File: config.mk
export PLATFORM = sky130hd
export DESIGN_NAME = conv_2d_ctrl
export DESIGN_NICKNAME = d
export VERILOG_FILES = /design/src/rtl/conv_2d_ctrl.sv
export SDC_FILE = /design/constraint.sdc
export NUM_CORES = 1
export LEC_CHECK = 0
export CELL_PAD_IN_SITES_DETAIL_PLACEMENT = 1
export CELL_PAD_IN_SITES_GLOBAL_PLACEMENT = 1
export CORE_ASPECT_RATIO = 1.2
export CORE_MARGIN = 3
export CORE_UTILIZATION = 40
export CTS_CLUSTER_SIZE = 25
export DETAILED_ROUTE_END_ITERATION = 12
export GPL_ROUTABILITY_DRIVEN = 0
export HOLD_SLACK_MARGIN = 0.12
export PLACE_DENSITY = 0.82
export SLEW_MARGIN = 20
export SYNTH_ARGS = -nofsm -noshare
export SYNTH_HDL_FRONTEND = slang
export SYNTH_SLANG_ARGS = --single-unit
File: constraint.sdc
create_clock -name clk -period 3.4 [get_ports clk]
set_input_delay 0.51 -clock clk [delete_from_list [all_inputs] [get_ports clk]]
set_output_delay 0.51 -clock clk [all_outputs]
set_load 0.01 [all_outputs]
File: src/rtl/conv_2d_ctrl.sv
// ---------------------------------------------------------------------------
// conv_2d_ctrl
//
// Sequencer for the conv_2d 3x3 convolution datapath. It loads the 3x3
// kernel column by column through the datapath's shared 3-lane data port,
// then streams image strips (three rows high, one 3-pixel column per beat).
// After each strip it inserts one zero "flush" column, which clocks the last
// window out of the datapath. It also produces a window-valid strobe and a
// column index. Both line up with the datapath's registered o_pixel.
//
// Ports
//   clk            system clock
//   i_rst          synchronous reset, active-high
//   i_knl_start    pulse: begin kernel load
//   i_knl_valid    kernel column valid
//   i_knl_c1..c3   signed coefficients, kernel rows 1..3 of current column
//   o_knl_ready    kernel column accepted when valid & ready
//   i_frame_start  pulse: begin frame (ignored until a kernel is resident)
//   i_pix_valid    pixel column valid
//   i_pix1..3      pixels, strip rows 1..3
//   o_pix_ready    pixel column accepted when valid & ready
//   o_load_knl     to datapath i_load_knl (registered)
//   o_en_conv      to datapath i_en_conv (registered)
//   o_data1..3     to datapath i_data1..3 (registered)
//   o_win_valid    datapath o_pixel holds a full 3x3 window this cycle
//   o_win_col      leftmost image column of that window
//   o_strip_done   one-cycle pulse, strip finished
//   o_frame_done   one-cycle pulse, frame finished
//   o_knl_loaded   kernel resident in the datapath
//   o_busy         sequencer not idle
// ---------------------------------------------------------------------------
module conv_2d_ctrl #(
  parameter int IMG_W      = 640,
  parameter int NUM_STRIPS = 478,
  parameter int COL_W      = $clog2(IMG_W + 1),
  parameter int STRIP_W    = $clog2(NUM_STRIPS + 1)
) (
  input  logic               clk,
  input  logic               i_rst,
  input  logic               i_knl_start,
  input  logic               i_knl_valid,
  input  logic signed [7:0]  i_knl_c1,
  input  logic signed [7:0]  i_knl_c2,
  input  logic signed [7:0]  i_knl_c3,
  output logic               o_knl_ready,
  input  logic               i_frame_start,
  input  logic               i_pix_valid,
  input  logic [7:0]         i_pix1,
  input  logic [7:0]         i_pix2,
  input  logic [7:0]         i_pix3,
  output logic               o_pix_ready,
  output logic               o_load_knl,
  output logic               o_en_conv,
  output logic [7:0]         o_data1,
  output logic [7:0]         o_data2,
  output logic [7:0]         o_data3,
  output logic               o_win_valid,
  output logic [COL_W-1:0]   o_win_col,
  output logic               o_strip_done,
  output logic               o_frame_done,
  output logic               o_knl_loaded,
  output logic               o_busy
);

  localparam logic [2:0] S_IDLE      = 3'd0;
  localparam logic [2:0] S_LOAD      = 3'd1;
  localparam logic [2:0] S_LOAD_WRAP = 3'd2;
  localparam logic [2:0] S_RUN       = 3'd3;
  localparam logic [2:0] S_FLUSH     = 3'd4;
  localparam logic [2:0] S_DONE      = 3'd5;

  localparam logic [COL_W-1:0]   C_ONE        = COL_W'(1);
  localparam logic [COL_W-1:0]   C_IMG_W      = COL_W'(IMG_W);
  localparam logic [COL_W-1:0]   C_LAST_COL   = COL_W'(IMG_W - 1);
  // The datapath window is 3 columns deep. The first three issues of a strip
  // only fill it, so no real window exists before then.
  localparam logic [COL_W-1:0]   C_WIN_LAG    = COL_W'(3);
  localparam logic [STRIP_W-1:0] C_ONE_S      = STRIP_W'(1);
  localparam logic [STRIP_W-1:0] C_LAST_STRIP = STRIP_W'(NUM_STRIPS - 1);

  logic [2:0]         r_state;
  logic [1:0]         r_knl_cnt;
  logic [COL_W-1:0]   r_col_cnt;
  logic [STRIP_W-1:0] r_strip_cnt;
  logic [COL_W-1:0]   r_issued;
  logic               r_load_knl;
  logic               r_en_conv;
  logic [7:0]         r_data1;
  logic [7:0]         r_data2;
  logic [7:0]         r_data3;
  logic               r_win_valid;
  logic [COL_W-1:0]   r_win_col;
  logic               r_strip_done;
  logic               r_frame_done;
  logic               r_knl_loaded;

  logic w_knl_acc;
  logic w_pix_acc;
  logic w_win_hit;

  assign o_knl_ready = (r_state == S_LOAD);
  assign o_pix_ready = (r_state == S_RUN) && (r_col_cnt < C_IMG_W);
  assign o_busy      = (r_state != S_IDLE);

  assign w_knl_acc = i_knl_valid && o_knl_ready;
  assign w_pix_acc = i_pix_valid && o_pix_ready;
  // The column being issued now pushes out the window that was already in
  // the datapath. That window appears on o_pixel in the next cycle.
  assign w_win_hit = r_en_conv && (r_issued >= C_WIN_LAG);

  assign o_load_knl   = r_load_knl;
  assign o_en_conv    = r_en_conv;
  assign o_data1      = r_data1;
  assign o_data2      = r_data2;
  assign o_data3      = r_data3;
  assign o_win_valid  = r_win_valid;
  assign o_win_col    = r_win_col;
  assign o_strip_done = r_strip_done;
  assign o_frame_done = r_frame_done;
  assign o_knl_loaded = r_knl_loaded;

  // NOTE: state is updated with non-blocking assignments only, so every
  // register sees the values from before the edge.
  always_ff @(posedge clk) begin
    if (i_rst) begin
      r_state      <= S_IDLE;
      r_knl_cnt    <= '0;
      r_col_cnt    <= '0;
      r_strip_cnt  <= '0;
      r_issued     <= '0;
      r_load_knl   <= 1'b0;
      r_en_conv    <= 1'b0;
      r_data1      <= '0;
      r_data2      <= '0;
      r_data3      <= '0;
      r_win_valid  <= 1'b0;
      r_win_col    <= '0;
      r_strip_done <= 1'b0;
      r_frame_done <= 1'b0;
      r_knl_loaded <= 1'b0;
    end else begin
      // Strobes default low. A cycle with no accepted beat holds the
      // datapath counters and window.
      r_load_knl   <= 1'b0;
      r_en_conv    <= 1'b0;
      r_strip_done <= 1'b0;
      r_frame_done <= 1'b0;

      r_win_valid <= w_win_hit;
      r_win_col   <= w_win_hit ? (r_issued - C_WIN_LAG) : '0;
      // r_strip_done is high exactly during the flush issue. That issue is
      // the last one of the strip, so the issue count restarts after it.
      if (r_en_conv) begin
        r_issued <= r_strip_done ? '0 : (r_issued + C_ONE);
      end

      case (r_state)
        S_IDLE: begin
          if (i_knl_start) begin
            r_state      <= S_LOAD;
            r_knl_cnt    <= '0;
            r_knl_loaded <= 1'b0;
          end else if (i_frame_start && r_knl_loaded) begin
            r_state     <= S_RUN;
            r_strip_cnt <= '0;
            r_col_cnt   <= '0;
          end
        end

        S_LOAD: begin
          if (w_knl_acc) begin
            r_load_knl <= 1'b1;
            r_data1    <= i_knl_c1;
            r_data2    <= i_knl_c2;
            r_data3    <= i_knl_c3;
            r_knl_cnt  <= r_knl_cnt + 2'd1;
            if (r_knl_cnt == 2'd2) begin
              r_state <= S_LOAD_WRAP;
            end
          end
        end

        // The datapath load counter runs 0..3 and sits at 3 after the third
        // column. One dummy load moves it back to 0 for the next load.
        S_LOAD_WRAP: begin
          r_load_knl   <= 1'b1;
          r_data1      <= '0;
          r_data2      <= '0;
          r_data3      <= '0;
          r_knl_loaded <= 1'b1;
          r_state      <= S_IDLE;
        end

        S_RUN: begin
          if (w_pix_acc) begin
            r_en_conv <= 1'b1;
            r_data1   <= i_pix1;
            r_data2   <= i_pix2;
            r_data3   <= i_pix3;
            r_col_cnt <= r_col_cnt + C_ONE;
            if (r_col_cnt == C_LAST_COL) begin
              r_state <= S_FLUSH;
            end
          end
        end

        S_FLUSH: begin
          r_en_conv    <= 1'b1;
          r_data1      <= '0;
          r_data2      <= '0;
          r_data3      <= '0;
          r_col_cnt    <= '0;
          r_strip_done <= 1'b1;
          if (r_strip_cnt == C_LAST_STRIP) begin
            r_state <= S_DONE;
          end else begin
            r_strip_cnt <= r_strip_cnt + C_ONE_S;
            r_state     <= S_RUN;
          end
        end

        S_DONE: begin
          r_frame_done <= 1'b1;
          r_state      <= S_IDLE;
        end

        default: r_state <= S_IDLE;
      endcase
    end
  end

endmodule

-- After elaboration in Yosys (flattened, before gate mapping)
Cells that the tools add are included.
- bits of input ports: 54
- output and inout port bits: 43
- bits in registers: 74
- muxes and demuxes: 37
- add/subtract/negate cells: 5
- order comparisons: 2
- reductions and logical operators: 20
- equal/unequal tests: 17
- bitwise gates (word level): 1
- operators by type and width (operator ; count):
    one-hot mux 8 bit (3 select lines) ; 3
    two-way mux 8 bit ; 6
    two-way mux 10 bit ; 4
    one-hot mux 10 bit (3 select lines) ; 1
    two-way mux 9 bit ; 3
    two-way mux 3 bit ; 7
    adder 10 x 1 -> 10 bit, second input constant ; 2
    one-hot mux 9 bit (2 select lines) ; 1
    one-hot mux 3 bit (4 select lines) ; 1
    == test 10 bit, second input constant ; 1
    >= comparator 10 x 2 -> 1 bit, second input constant ; 1
    less-than comparator 10 bit, second input constant ; 1
    != test 2 bit, second input constant ; 5
    subtractor 10 x 2 -> 10 bit, second input constant ; 1
    adder 9 x 1 -> 9 bit, second input constant ; 1
    == test 9 bit, second input constant ; 1
    nonzero test 3 bit ; 3
    AND reduction 4 bit ; 2
    == test 3 x 2 -> 1 bit, second input constant ; 2
    == test 3 bit, second input constant ; 2
    != test 2 x 1 -> 1 bit, second input constant ; 3
    one-hot mux 1 bit (2 select lines) ; 3
    AND reduction 3 bit ; 2
    nonzero test 2 bit ; 3
    other kinds (13) ; 23

-- Depth between registers and ports, before layout
- word-level depth: 5
- depth in mapped cells: 7
- depth with buffers taken out: 6

-- Worst setup path before layout
Ideal clock, no wire load.
- path type: flip-flop to output port
- start point: reg r_state[1]
- end point: out o_pix_ready
- setup slack: 1834 ps
- arrival: 1056 ps
- stages on the path, launching flop included: 6
- path through: dfxtp_1 > buf_6 > buf_4 > buf_2 > nand2_1 > nor2_1
- cells in the longest elaborated chain, start to end: 2
- ends and longest elaborated chain (item ; line ; RTL):
    start, declared ; 81 ; logic [2:0] r_state;
    start signal, assigned ; 126 ; r_state <= S_IDLE;
    start signal, assigned ; 160 ; r_state <= S_LOAD;
    start signal, assigned ; 164 ; r_state <= S_RUN;
    == test 3 x 2 -> 1 bit ; 102 ; assign o_pix_ready = (r_state == S_RUN) && (r_col_cnt < C_IMG_W);
    logical AND 1 bit ; 102 ;
    end, declared ; 51 ; output logic o_pix_ready,
Every way passes these cells.

-- Worst setup path in the final report
- start point: reg r_state[0]
- end point: out o_knl_ready
- cells in the longest elaborated chain, start to end: 1
- ends and longest elaborated chain (item ; line ; RTL):
    == test 3 x 1 -> 1 bit ; 101 ; assign o_knl_ready = (r_state == S_LOAD);
    end, declared ; 45 ; output logic o_knl_ready,
Every way passes these cells.

==> metrics <==
Layout fillers 1,219; FFs w/ async S/R, synth 0%; Synthesized Nets 558; Routed Antenna Nets 0; Die Footprint 12,000 um2; leakage 2.01 nW; Synth area leader dfxtp_1; HPWL after DPL 8430 um; fmax 386 MHz; average cell area after synthesis 8.56 um2; Slew @ Worst Pin 0.737 ns; initial antenna violation count 0; worst skew pair latency 0.33 ns; die width 100 um; routed via count 3,934; Wirelength per Cell 17.1 um; status finished, final reports clean; slew margin rel. 50.9%; unrepaired setup endpoints after global routing no; setup TNS 0 ns; Ant. Diodes 0; Die Ht 119 um; Initial Util 41.8%; final setup fails 0; IO Port Bufs 96; fin crit share 76.1%; Setup crit end kind primary output; I/O Pins 97; Max Slew Vio Count 0; Required @ worst endpoint 2.89 ns; NumNets Final 634; CTS resizes 0; Post-CTS Setup Inserts 0; Core Util, Final 54.2%; drt total wl 12,000 um; via/cell ratio 5.59; Placeable Area 10,200 um2; H-Tree Depth 3; CP max FO 12; Post-synth top flop dfxtp_1; clock skew 0.00519 ns; top cell type's share of synthesized area 34.7%; DRC Markers 0; Setup CP Type flop to primary output; Post-synth EDFFs 0; Cell Pwr Density 510 nW/um2; max_cap viols 0; CTS buffer count 9; DRT iter0 DRCs 184; CP arrival 2.08 ns; worst-case clock buffer depth 2; post-layout minimum cycle time 2.59 ns; Max rail drop VDD 0.294 mV; largest cells by area after synthesis dfxtp_1 35%, mux2i_1 6.6%, nand2_1 5.9%; first-pass GRT wire length 20,300 um; sequential fraction of the synthesis area 34.7%; Global Route Usage Sum 20.8%; Hold-fix buffers, CTS 0; layout cell share with drive strength beyond 1 7.61%; Mapped Cells 499; largest net degree at the start of global routing 63; Multi-input gate area 2540 um2; Mapped Area 4270 um2; TritonRoute pass-1 iters 4; HP Class flop to flop; CTS clk-pin slew, worst paths 0.06 ns; CTS tree yes; synthesis-to-layout area growth 29.6%; clk sinks 74; Rows 40; register area 1480 um2; post-synthesis cell type count 62; gr ovfl total 0; vias in the first global route 4,230; final hold violation count 0; most instantiated cells after synthesis 74 x dfxtp_1, 67 x nand2_1, 32 x nor2_1; most common cell in the netlist dfxtp_1; Yosys Warn Count 0; Worst setup SP type flop; CTS root buffer clkbuf_16; Yosys reg bits 74
-- power by group --
part	total [mW]	switching, mW	internal (mW)
clock network	0.947	0.350	0.597
logic	0.814	0.390	0.424
registers	1.06	0.109	0.951
total	2.82	0.849	1.97
-- routing by layer --
| metal | vias to the layer above | share of wire [%] | global-route usage [%] | routed length, um |
|---|---|---|---|---|
| met5 | - | 0 | 0 | 0 |
| met4 | 0 | 1.7 | 6.57 | 209 |
| met3 | 16 | 5.4 | 5.68 | 650 |
| met2 | 92 | 51 | 36.9 | 6120 |
| met1 | 1907 | 42 | 23.8 | 5060 |
| li1 | 1919 | - | - | - |
-- state kept, by name, indices dropped and copies added (netlist names), 2 cells and up --
| signal | cells |
|---|---|
| o_data1 | 8 |
| o_data2 | 8 |
| o_win_col | 10 |
| r_issued | 10 |
| r_strip_cnt | 9 |
| r_knl_cnt | 2 |
| o_data3 | 8 |
| r_col_cnt | 10 |
| r_state | 3 |
-- cell usage in the layout (no fill, tap or decap), types with 4 or more instances in the layout --
master and count:
clkdlybuf4s50_1 96, dfxtp_1 72, nand2_1 67, nor2_1 32
o21ai_0 30, nand3b_1 29, mux2i_1 28, a21boi_0 25
nor3b_1 24, a21oi_1 18, nand3_1 14, xnor2_1 12
nor3_1 10, nand4_1 10, clkbuf_16 9, xor2_1 8
buf_4 7, inv_1 6, ha_1 5, or3_1 4
nand2b_1 4, and3_1 4
-- cell families after synthesis --
family | count (synthesis) | synth area share (%)
AO/OA/AOI/OAI | 102 | 16.7
XOR/XNOR | 20 | 4.10
adder cells (fa/ha/maj) | 5 | 1.46
buffers and inverters | 46 | 5.86
flip-flops | 74 | 34.7
multiplexers | 28 | 6.56
AND/OR/NAND/NOR | 224 | 30.6
-- final timing paths --
check	cells after the start	slack (ns)	start	end
min reg2reg	2	0.46	o_data2[2]	o_data2[2]
max reg2reg	5	0.99	r_state[1]	o_data2[5]
max	3	0.81	r_state[0]	o_knl_ready
min	2	0.46	o_data2[2]	o_data2[2]
-- worst max-delay path: stages, from the launching register on --
cell and delay (ns):
dfxtp_1 0.64, nor2b_1 0.28, nor2b_1 0.23, clkdlybuf4s50_1 0.60
-- metrics by stage --
| stage | hold slack (ns) | area (um2) | power, mW | std cells | setup slack, ns |
|---|---|---|---|---|---|
| finish | 0.464 | 5530 | 2.82 | 704 | 0.812 |
| global route | 0.488 | 5530 | 2.98 | 704 | 0.701 |
| detailed placement | 0.461 | 5240 | 1.90 | 690 | 0.960 |
| global placement | 0.448 | 5240 | 1.88 | 690 | 0.984 |
| floorplan | 0.456 | 4270 | 1.57 | 499 | 1.83 |
| CTS | 0.470 | 5530 | 2.85 | 704 | 0.811 |
-- layout make-up --
type | count | area share [%]
repair buffers | 104 | 18.7
clock inverters | 3 | 0.723
well taps | 126 | 2.85
clock buffers | 11 | 4.57
inverters | 7 | 0.475
multi-input cells | 379 | 45.9
flip-flops and latches | 74 | 26.8
(Power assumes the default switching activity.)
